## src/rtl/cpu_axi_pkg.sv

```systemverilog
// Shared AXI read-side definitions for the CPU memory interface.
package cpu_axi_pkg;

  // Read-path controller states.
  typedef enum logic [1:0] {
    S_IDLE = 2'b00,
    S_ADDR = 2'b01,
    S_DATA = 2'b11
  } rd_state_e;

  // Every beat is a full 32-bit word; bursts are incrementing.
  localparam logic [2:0] AXI_SIZE_4B    = 3'b010;
  localparam logic [1:0] AXI_BURST_INCR = 2'b01;

  // Round-robin pick between two requesters. A lone requester wins outright;
  // when both ask, the port that was not served last wins. The result is only
  // meaningful when at least one request is present.
  function automatic logic rr_pick(input logic req0, input logic req1,
                                   input logic last_grant);
    logic win;
    if (req0 && req1) win = ~last_grant;
    else              win = req1;
    return win;
  endfunction

endpackage

```

## src/rtl/axi_rd_arbiter.sv

```systemverilog
// Two-port AXI4 read arbiter: the instruction page loader (port 0) and the
// data load unit (port 1) share one AR/R master. One burst in flight at a
// time; the R beats of that burst are steered back to the port that won it.
module axi_rd_arbiter
  import cpu_axi_pkg::*;
#(
  parameter int C_M_AXI_ADDR_WIDTH = 32,
  parameter int C_M_AXI_DATA_WIDTH = 32
) (
  input  logic                          CLK,
  input  logic                          RST,
  // port 0: instruction fetch page loader
  input  logic [C_M_AXI_ADDR_WIDTH-1:0] S0_ARADDR,
  input  logic [7:0]                    S0_ARLEN,
  input  logic                          S0_ARVALID,
  output logic                          S0_ARREADY,
  output logic [C_M_AXI_DATA_WIDTH-1:0] S0_RDATA,
  output logic [1:0]                    S0_RRESP,
  output logic                          S0_RLAST,
  output logic                          S0_RVALID,
  input  logic                          S0_RREADY,
  // port 1: data load unit
  input  logic [C_M_AXI_ADDR_WIDTH-1:0] S1_ARADDR,
  input  logic [7:0]                    S1_ARLEN,
  input  logic                          S1_ARVALID,
  output logic                          S1_ARREADY,
  output logic [C_M_AXI_DATA_WIDTH-1:0] S1_RDATA,
  output logic [1:0]                    S1_RRESP,
  output logic                          S1_RLAST,
  output logic                          S1_RVALID,
  input  logic                          S1_RREADY,
  // shared master towards the DRAM interconnect
  output logic [C_M_AXI_ADDR_WIDTH-1:0] M_AXI_ARADDR,
  output logic [7:0]                    M_AXI_ARLEN,
  output logic [2:0]                    M_AXI_ARSIZE,
  output logic [1:0]                    M_AXI_ARBURST,
  output logic                          M_AXI_ARVALID,
  input  logic                          M_AXI_ARREADY,
  input  logic [C_M_AXI_DATA_WIDTH-1:0] M_AXI_RDATA,
  input  logic [1:0]                    M_AXI_RRESP,
  input  logic                          M_AXI_RLAST,
  input  logic                          M_AXI_RVALID,
  output logic                          M_AXI_RREADY,
  // sticky: a burst ended on a beat count that disagreed with its ARLEN
  output logic                          ERR_RLAST
);

  rd_state_e                     state_q, state_d;
  logic                          owner_q;       // port that owns the burst in flight
  logic                          last_grant_q;  // port whose burst completed most recently
  logic [7:0]                    beat_cnt_q;    // beats accepted so far in this burst
  logic [C_M_AXI_ADDR_WIDTH-1:0] m_araddr_q;
  logic [7:0]                    m_arlen_q;     // doubles as the captured length for RLAST checking
  logic                          m_arvalid_q;
  logic                          err_q;

  logic any_req;
  logic grant;
  logic owner_rready;
  logic beat;

  assign any_req      = S0_ARVALID | S1_ARVALID;
  assign grant        = rr_pick(S0_ARVALID, S1_ARVALID, last_grant_q);
  assign owner_rready = owner_q ? S1_RREADY : S0_RREADY;
  // A beat only counts while the burst owner is actually connected to R.
  assign beat         = (state_q == S_DATA) && M_AXI_RVALID && owner_rready;

  assign M_AXI_ARADDR  = m_araddr_q;
  assign M_AXI_ARLEN   = m_arlen_q;
  assign M_AXI_ARSIZE  = AXI_SIZE_4B;
  assign M_AXI_ARBURST = AXI_BURST_INCR;
  assign M_AXI_ARVALID = m_arvalid_q;
  assign ERR_RLAST     = err_q;

  // R payload goes to the owner only; the idle port sees zeros. RRESP is
  // passed through unmodified, error responses are the requester's problem.
  assign S0_RDATA = owner_q ? '0 : M_AXI_RDATA;
  assign S0_RRESP = owner_q ? 2'b00 : M_AXI_RRESP;
  assign S0_RLAST = owner_q ? 1'b0 : M_AXI_RLAST;
  assign S1_RDATA = owner_q ? M_AXI_RDATA : '0;
  assign S1_RRESP = owner_q ? M_AXI_RRESP : 2'b00;
  assign S1_RLAST = owner_q ? M_AXI_RLAST : 1'b0;

  // Next-state decode plus the handshake strobes that depend on state.
  always_comb begin
    // NOTE: every signal written here gets a default first, so no path can infer a latch.
    state_d      = state_q;
    S0_ARREADY   = 1'b0;
    S1_ARREADY   = 1'b0;
    S0_RVALID    = 1'b0;
    S1_RVALID    = 1'b0;
    M_AXI_RREADY = 1'b0;
    unique case (state_q)
      S_IDLE: begin
        // Accept the winner in the same cycle it is seen.
        if (any_req) begin
          S0_ARREADY = ~grant;
          S1_ARREADY = grant;
          state_d    = S_ADDR;
        end
      end
      S_ADDR: begin
        if (M_AXI_ARREADY) state_d = S_DATA;
      end
      S_DATA: begin
        if (owner_q) begin
          S1_RVALID    = M_AXI_RVALID;
          M_AXI_RREADY = S1_RREADY;
        end else begin
          S0_RVALID    = M_AXI_RVALID;
          M_AXI_RREADY = S0_RREADY;
        end
        // Only the slave's RLAST ends the burst, even if the count disagrees.
        if (beat && M_AXI_RLAST) state_d = S_IDLE;
      end
      default: state_d = S_IDLE;
    endcase
  end

  // State register.
  always_ff @(posedge CLK or negedge RST) begin
    // NOTE: sequential state uses non-blocking assignments so every flop samples pre-edge values.
    if (!RST) state_q <= S_IDLE;
    else      state_q <= state_d;
  end

  // Request capture, AR handshake, beat counting and the sticky length check.
  always_ff @(posedge CLK or negedge RST) begin
    if (!RST) begin
      owner_q      <= 1'b0;
      last_grant_q <= 1'b1;   // port 0 wins the first tie after reset
      beat_cnt_q   <= 8'd0;
      m_araddr_q   <= '0;
      m_arlen_q    <= 8'd0;
      m_arvalid_q  <= 1'b0;
      err_q        <= 1'b0;
    end else begin
      if (state_q == S_IDLE && any_req) begin
        owner_q     <= grant;
        m_araddr_q  <= grant ? S1_ARADDR : S0_ARADDR;
        m_arlen_q   <= grant ? S1_ARLEN  : S0_ARLEN;
        m_arvalid_q <= 1'b1;
        beat_cnt_q  <= 8'd0;
      end
      if (state_q == S_ADDR && M_AXI_ARREADY) m_arvalid_q <= 1'b0;
      if (beat) begin
        beat_cnt_q <= beat_cnt_q + 8'd1;
        if (M_AXI_RLAST) last_grant_q <= owner_q;
        // RLAST must coincide exactly with the beat numbered ARLEN: early
        // RLAST and a missing RLAST on that beat are both flagged.
        if (M_AXI_RLAST != (beat_cnt_q == m_arlen_q)) err_q <= 1'b1;
      end
    end
  end

endmodule

```

## config.mk

```make
export PLATFORM = sky130hd
export DESIGN_NAME = axi_rd_arbiter
export DESIGN_NICKNAME = d
export VERILOG_FILES = /design/src/rtl/cpu_axi_pkg.sv /design/src/rtl/axi_rd_arbiter.sv
export SDC_FILE = /design/constraint.sdc
export NUM_CORES = 1
export LEC_CHECK = 0
export CAP_MARGIN = 20
export CELL_PAD_IN_SITES_DETAIL_PLACEMENT = 0
export CELL_PAD_IN_SITES_GLOBAL_PLACEMENT = 1
export CORE_MARGIN = 1.5
export CORE_UTILIZATION = 21
export DETAILED_ROUTE_END_ITERATION = 7
export GPL_TIMING_DRIVEN = 0
export PLACE_DENSITY_LB_ADDON = 0.1
export SKIP_CTS_REPAIR_TIMING = 1
export SLEW_MARGIN = 5
export SYNTH_ARGS = -nofsm -noshare
export SYNTH_HDL_FRONTEND = slang
export SYNTH_SLANG_ARGS = --single-unit
```

## constraint.sdc

```tcl
create_clock -name CLK -period 1.7 [get_ports CLK]
set_clock_uncertainty 0.1 [all_clocks]
set_input_delay 0.255 -clock CLK [delete_from_list [all_inputs] [get_ports CLK]]
set_output_delay 0.255 -clock CLK [all_outputs]
set_load 0.01 [all_outputs]
```

==> key figures, run 1 <==
Routing
  – Routed len/inst: 15.3 um
  – Vias: 3362
  – Post-route ant nets: 0
  – DRC Markers: 0
  – Total wire length: 12000 um
  – DR iter-0 viols: 86
  – Via/cell ratio: 4.27
  – First drt pass iteration count: 4

Floorplanning
  – Initial Utilization: 21.5%
  – Die width: 125 um
  – IO Pins: 245
  – DIE AREA: 15600 um2
  – Rows: 44
  – Overall die height: 125 um
  – Placeable Area: 14500 um2

Yosys
  – Synth Area in Compound Gates: 10.6%
  – Post-synthesis adder-cell area fraction: 0.400%
  – Post-Syn Area: 3130 um2
  – Mux share of post-synthesis cell area: 11.6%
  – Flops & latches, synth: 54
  – Synth top area share: 42.4%
  – Avg Cell Area, Syn: 9.63 um2
  – Yosys top cell by area: dfrtp_1
  – Ranking of synthesized cells by area: dfrtp_1 42%, mux2i_1 11%, and2_1 9.6%
  – Simple-Gate Fraction of Synth Area: 25.9%
  – Synth unique cells: 35
  – Post-Synthesis Cells: 325
  – Largest family of logic cells by synthesized area: simple AND/OR/NAND/NOR gates
  – Synthesis Warnings: 0
  – Post-Synth XOR/XNOR Area: 2.52%
  – Sequential element share of the synthesized area: 43.2%

Hold path
  – Worst Hold Class: reg -> reg
  – Min-delay src: M_AXI_ARADDR[5]

Final layout
  – Ant. Diodes: 0
  – Commonest non-fill, non-tap cell in the layout: clkdlybuf4s50_1
  – Fin area: 6280 um2
  – Most frequent cells in the layout: 163 x clkdlybuf4s50_1, 51 x dfrtp_1, 47 x and2_1
  – Area delta synth->final: 101%
  – Share of layout cells above drive strength 1: 23.0%
  – Layout net count: 727

Clock network
  – Clock Latency Late Sink: 0.30 ns
  – Clock Path Buffers: 2
  – H-tree depth: 2
  – Clk sinks: 54
  – CTS tree: done
  – CTS clk-pin slew, worst paths: 0.07 ns
  – Clock buffer count from CTS: 5
  – CTS root buffer: clkbuf_16

Global routing
  – Total track usage: 14.5%
  – Gr ovfl total: 0
  – First-pass GRT wire length: 18000 um
  – Initial antenna violation count: 0
  – Vias in the first global route: 3216
  – Largest net degree at the start of global routing: 55

Critical path
  – Most used cell, CP: buf_6
  – Crit. End Element: output port
  – Critical-path maximum fanout: 5
  – Critical path's largest stage delay: 0.49 ns
  – Critical path class: in -> out
  – Crit-path cells: clkdlybuf4s50_1, nor2_1, or3_4, buf_8, nor2_4, buf_6, buf_6
  – CP Data Arrival Time: 1.68 ns
  – R2R Path Start: state_q[0]
  – Data required time of the worst path: 1.34 ns
  – Critical Path Source: S0_ARVALID
  – Startpoint Class: input port
  – Worst path slowest cell: clkdlybuf4s50_1

Timing
  – Setup WS post-layout: -0.338 ns
  – Endpoints failing hold: 0
  – Fmax: 491 MHz
  – Relative slew slack: 51.7%
  – Period minus WS final: 2.04 ns
  – Setup repair after global routing missed its margin: true
  – Slew Viols, Final: 0
  – Slew @ Worst Pin: 0.724 ns
  – Final worst path period share: 120%
  – Min Hold Slack: 0.375 ns
  – Final setup violating endpoints: 62

Placed design
  – IO buf count: 239
  – Placer Congestion: 0.803
  – Placed Area: 5760 um2
  – Dpl hpwl: 9300 um

Outcome
  – Failing checks: negative setup slack
  – Status: finished with violations

Pwr
  – Design Power: 0.00863 W
  – Peak supply drop: 0.000506 V
  – Static Leak: 3.10 nW
  – Pwr/cell area: 1370 nW/um2

Job
  – Maxcap violations: 0
[cells in the mapped netlist]
| cell | number |
|---|---|
| nor2_1 | 6 |
| clkbuf_1 | 15 |
| dfstp_2 | 1 |
| o211a_1 | 1 |
| o311ai_0 | 1 |
| nor2_4 | 2 |
| ha_1 | 1 |
| o2bb2ai_1 | 1 |
| or4b_4 | 1 |
| or3_1 | 1 |
| a221o_1 | 13 |
| mux2_2 | 3 |
| buf_2 | 1 |
| nor2b_1 | 35 |
| mux2i_1 | 33 |
| inv_1 | 2 |
| and2_1 | 48 |
| nand3_1 | 2 |
| a21o_1 | 2 |
| nand2_1 | 39 |
| and3_1 | 2 |
| o21ai_0 | 29 |
| nand3b_1 | 1 |
| conb_1 | 2 |
| o211ai_1 | 1 |
| buf_6 | 3 |
| xnor2_1 | 9 |
| nor3_1 | 1 |
| buf_4 | 9 |
| dfrtp_1 | 53 |
| or3_4 | 1 |
| nand4_1 | 3 |
| a21boi_1 | 1 |
| nor4b_1 | 1 |
| nor3b_1 | 1 |
[critical path: cells and delay by family]
family | cells | cell delay, ns
buffers and inverters | 4 | 0.84
AND/OR/NAND/NOR | 3 | 0.57
[power breakdown]
group          leakage [nW]  internal (W)  switching [W]  total [W]
Sequential            0.664       0.00186       0.000404    0.00226
Combinational          2.36       0.00308        0.00223    0.00531
Clock                0.0739      0.000586       0.000473    0.00106
Total                  3.10       0.00552        0.00311    0.00863
[state kept, by name, indices dropped and copies added (netlist names)]
| name | count |
|---|---|
| M_AXI_ARADDR | 32 |
| M_AXI_ARLEN | 8 |
| beat_cnt_q | 8 |
| state_q | 2 |
| ERR_RLAST | 1 |
| M_AXI_ARVALID | 1 |
| last_grant_q | 1 |
| owner_q | 1 |
[worst paths after layout]
| check | slack, ns | endpoint | cells after the start |
|---|---|---|---|
| hold / removal | 0.37 | M_AXI_ARADDR[5] | 2 |
| max in group asynchronous | 0.53 | state_q[1] | 2 |
| setup reg to reg | -0.17 | M_AXI_ARADDR[28] | 6 |
| min in group asynchronous | 0.45 | M_AXI_ARLEN[3] | 2 |
| hold reg to reg | 0.37 | M_AXI_ARADDR[5] | 2 |
| setup / recovery | -0.34 | S0_ARREADY | 7 |
[area by class of cell]
class	count	area [um2]
clock buffer	7	143
fill	1498	8250
clock inverter	1	5.00
tap	184	230
buffer	28	304
timing repair buffer	268	2520
sequential	54	1360
multi-input combinational	244	1720
inverter	2	7.51
[per-stage QoR]
stage	cells	setup WS [ns]	util [%]	setup TNS, ns
3_5_place_dp	751	-1.36	39.6	-54.72
6_report	788	-0.338	43.2	-4.71
2_1_floorplan	328	0.0193	-	0
3_3_place_gp	751	-1.69	39.7	-143.90
5_1_grt	788	-0.390	43.2	-9.24
4_1_cts	759	-1.36	40.7	-62.54
[layer usage]
metal  up-vias  GRT usage [%]  part of all wire (%)
met3         7           5.91                    10
met5         -              0                     0
met1      1554           15.8                    38
met2       162           26.2                    51
li1       1639              -                     -
met4         0           3.41                  0.98
[cell families (layout without fill, tap and decap cells)]
| kind of cell | count (synthesis) | after routing |
|---|---|---|
| other cells | 2 | 5 |
| mux | 36 | 36 |
| flops | 54 | 54 |
| xor+xnor | 9 | 9 |
| fa+ha+maj | 1 | 1 |
| compound gates | 49 | 49 |
| buf+inv | 30 | 306 |
| simple gates | 144 | 144 |
(Power assumes the default switching activity.)
==> run 2, diff against run 1 <==
Settings changed: CORE_ASPECT_RATIO set to 1.1.
==> run 2 against run 1 <==
Against the previous run:
- the run still ends with negative setup slack left
- combinational power decreased by 10%
- non-clock buffer count decreased by 7
- critical endpoint unchanged
- via count decreased by 1.6%
- core utilization decreased by 1.9 points
- total power decreased by 4.7%
- clock-buffer cell count decreased by 1
- global-route usage decreased by 0.43 points
- sequential share of layout area increased by 1.0 points
- hold slack improved by 0.0053 ns
==> key figures, run 2 (same netlist as run 1, synthesis figures left out) <==
Routing
  – Vias: 3307
  – Routed len/inst: 14.9 um
  – First drt pass iteration count: 4
  – Post-route ant nets: 0
  – DR iter-0 viols: 78
  – DRC Markers: 0
  – Total wire length: 11800 um
  – Via/cell ratio: 4.19

Clock network
  – Clk sinks: 54
  – CTS tree: done
  – Clock Latency Late Sink: 0.30 ns
  – Clock buffer count from CTS: 5
  – CTS root buffer: clkbuf_16
  – CTS clk-pin slew, worst paths: 0.08 ns
  – H-tree depth: 2
  – Clock Path Buffers: 2

Pwr
  – Psw: 0.00300 W
  – Sw Ratio: 36.4%
  – Peak supply drop: 0.000580 V
  – Sequential Power Share: 27.8%
  – Design Power: 0.00823 W
  – Pwr/cell area: 1370 nW/um2
  – Static Leak: 2.80 nW
  – Pint: 0.00523 W
  – Comb power frac: 57.9%
  – Clock Power Share: 14.3%

Final layout
  – Number of flip-flops under the largest register name: 32
  – Commonest non-fill, non-tap cell in the layout: clkdlybuf4s50_1
  – Filler cells: 1547
  – Fin area: 5990 um2
  – Most frequent cells in the layout: 163 x clkdlybuf4s50_1, 51 x dfrtp_1, 47 x and2_1
  – Area taken by multi-input logic gates: 1670 um2
  – Share of layout cells above drive strength 1: 24.0%
  – Area delta synth->final: 91.4%
  – Ant. Diodes: 0
  – Layout net count: 720
  – Register area: 1360 um2

Timing
  – Slew Viols, Final: 0
  – Final setup violating endpoints: 69
  – Slew @ Worst Pin: 0.717 ns
  – Endpoints failing hold: 0
  – Final worst path period share: 121%
  – Setup WS post-layout: -0.350 ns
  – Fmax: 488 MHz
  – Setup TNS Final: -3.06 ns
  – Relative slew slack: 52.2%
  – Period minus WS final: 2.05 ns
  – Setup repair after global routing missed its margin: true

Placed design
  – Placer Congestion: 0.745
  – Placed Area: 5770 um2
  – IO buf count: 239
  – Dpl hpwl: 9160 um
  – Pre-CTS setup slack: -1.35 ns

Floorplanning
  – Die width: 119 um
  – DIE AREA: 15600 um2
  – IO Pins: 245
  – Overall die height: 131 um
  – Placeable Area: 14500 um2
  – Initial Utilization: 21.6%
  – Rows: 46

Global routing
  – Largest net degree at the start of global routing: 55
  – Total track usage: 14.1%
  – Gr ovfl total: 0
  – Vias in the first global route: 3155
  – Initial antenna violation count: 0
  – First-pass GRT wire length: 17200 um

Hold path
  – Worst Hold Class: reg -> reg

Critical path
  – Critical path's largest stage delay: 0.48 ns
  – Crit. End Element: output port
  – Startpoint Class: flop
  – Data required time of the worst path: 1.34 ns
  – Worst path slowest cell: dfrtp_2
  – Critical path class: reg -> out
  – Most used cell, CP: buf_6
  – Critical-path maximum fanout: 8
  – CP Data Arrival Time: 1.69 ns
  – Crit-path cells: or3_4, buf_8, nor2_4, buf_6, buf_6

Job
  – Maxcap violations: 0

Outcome
  – Failing checks: negative setup slack
  – Status: finished with violations
==> run 2: power by group through the flow <==
stage | Combinational (W) | Sequential [W] | Clock [W]
floorplan | 0.00184 | 0.00244 | 0
global placement | 0.00476 | 0.00226 | 0
detailed placement | 0.00476 | 0.00228 | 0
CTS | 0.00477 | 0.00227 | 0.00123
global route | 0.00520 | 0.00236 | 0.00127
finish | 0.00477 | 0.00228 | 0.00118
==> run 2: routing by layer <==
| metal | GRT usage [%] | vias to the layer above | wire length [um] |
|---|---|---|---|
| met5 | 0 | - | 0 |
| met3 | 4.80 | 15 | 1180 |
| met2 | 26.2 | 176 | 5780 |
| li1 | - | 1626 | - |
| met1 | 15.0 | 1490 | 4550 |
| met4 | 4.76 | 0 | 268 |
==> run 2: critical path, delay by kind of cell (launching register included) <==
family / cells / cell delay, ns
and+or+nand+nor: 2 / 0.56
buffers and inverters: 3 / 0.36
DFF: 1 / 0.48
==> run 2: final cells by class <==
| type | count | area share [%] |
|---|---|---|
| Clock inverter | 2 | 0.626 |
| Sequential cell | 54 | 22.6 |
| Buffer | 28 | 4.84 |
| Inverter | 2 | 0.125 |
| Timing Repair Buffer | 261 | 37.8 |
| Clock buffer | 6 | 2.15 |
| Multi-Input combinational cell | 244 | 27.8 |
| Tap cell | 192 | 4.01 |
==> run 2: worst paths after layout <==
check	cells after the start	from	slack [ns]	to
hold reg to reg	2	M_AXI_ARADDR[7]	0.38	M_AXI_ARADDR[7]
hold / removal	2	M_AXI_ARADDR[7]	0.38	M_AXI_ARADDR[7]
max in group asynchronous	2	RST	0.53	owner_q
min in group asynchronous	2	RST	0.45	M_AXI_ARADDR[21]
setup / recovery	5	state_q[1]	-0.35	S0_ARREADY
setup reg to reg	5	state_q[1]	-0.21	M_AXI_ARADDR[22]
==> run 2: stage by stage <==
stage / std cells / hold slack (ns) / utilization (%)
6_report: 789 / 0.380 / 41.3
5_1_grt: 789 / 0.421 / 41.3
4_1_cts: 767 / -0.0584 / 40.9
3_5_place_dp: 759 / 0.263 / 39.8
3_3_place_gp: 759 / 0.360 / 39.8
2_1_floorplan: 328 / -0.141 / -
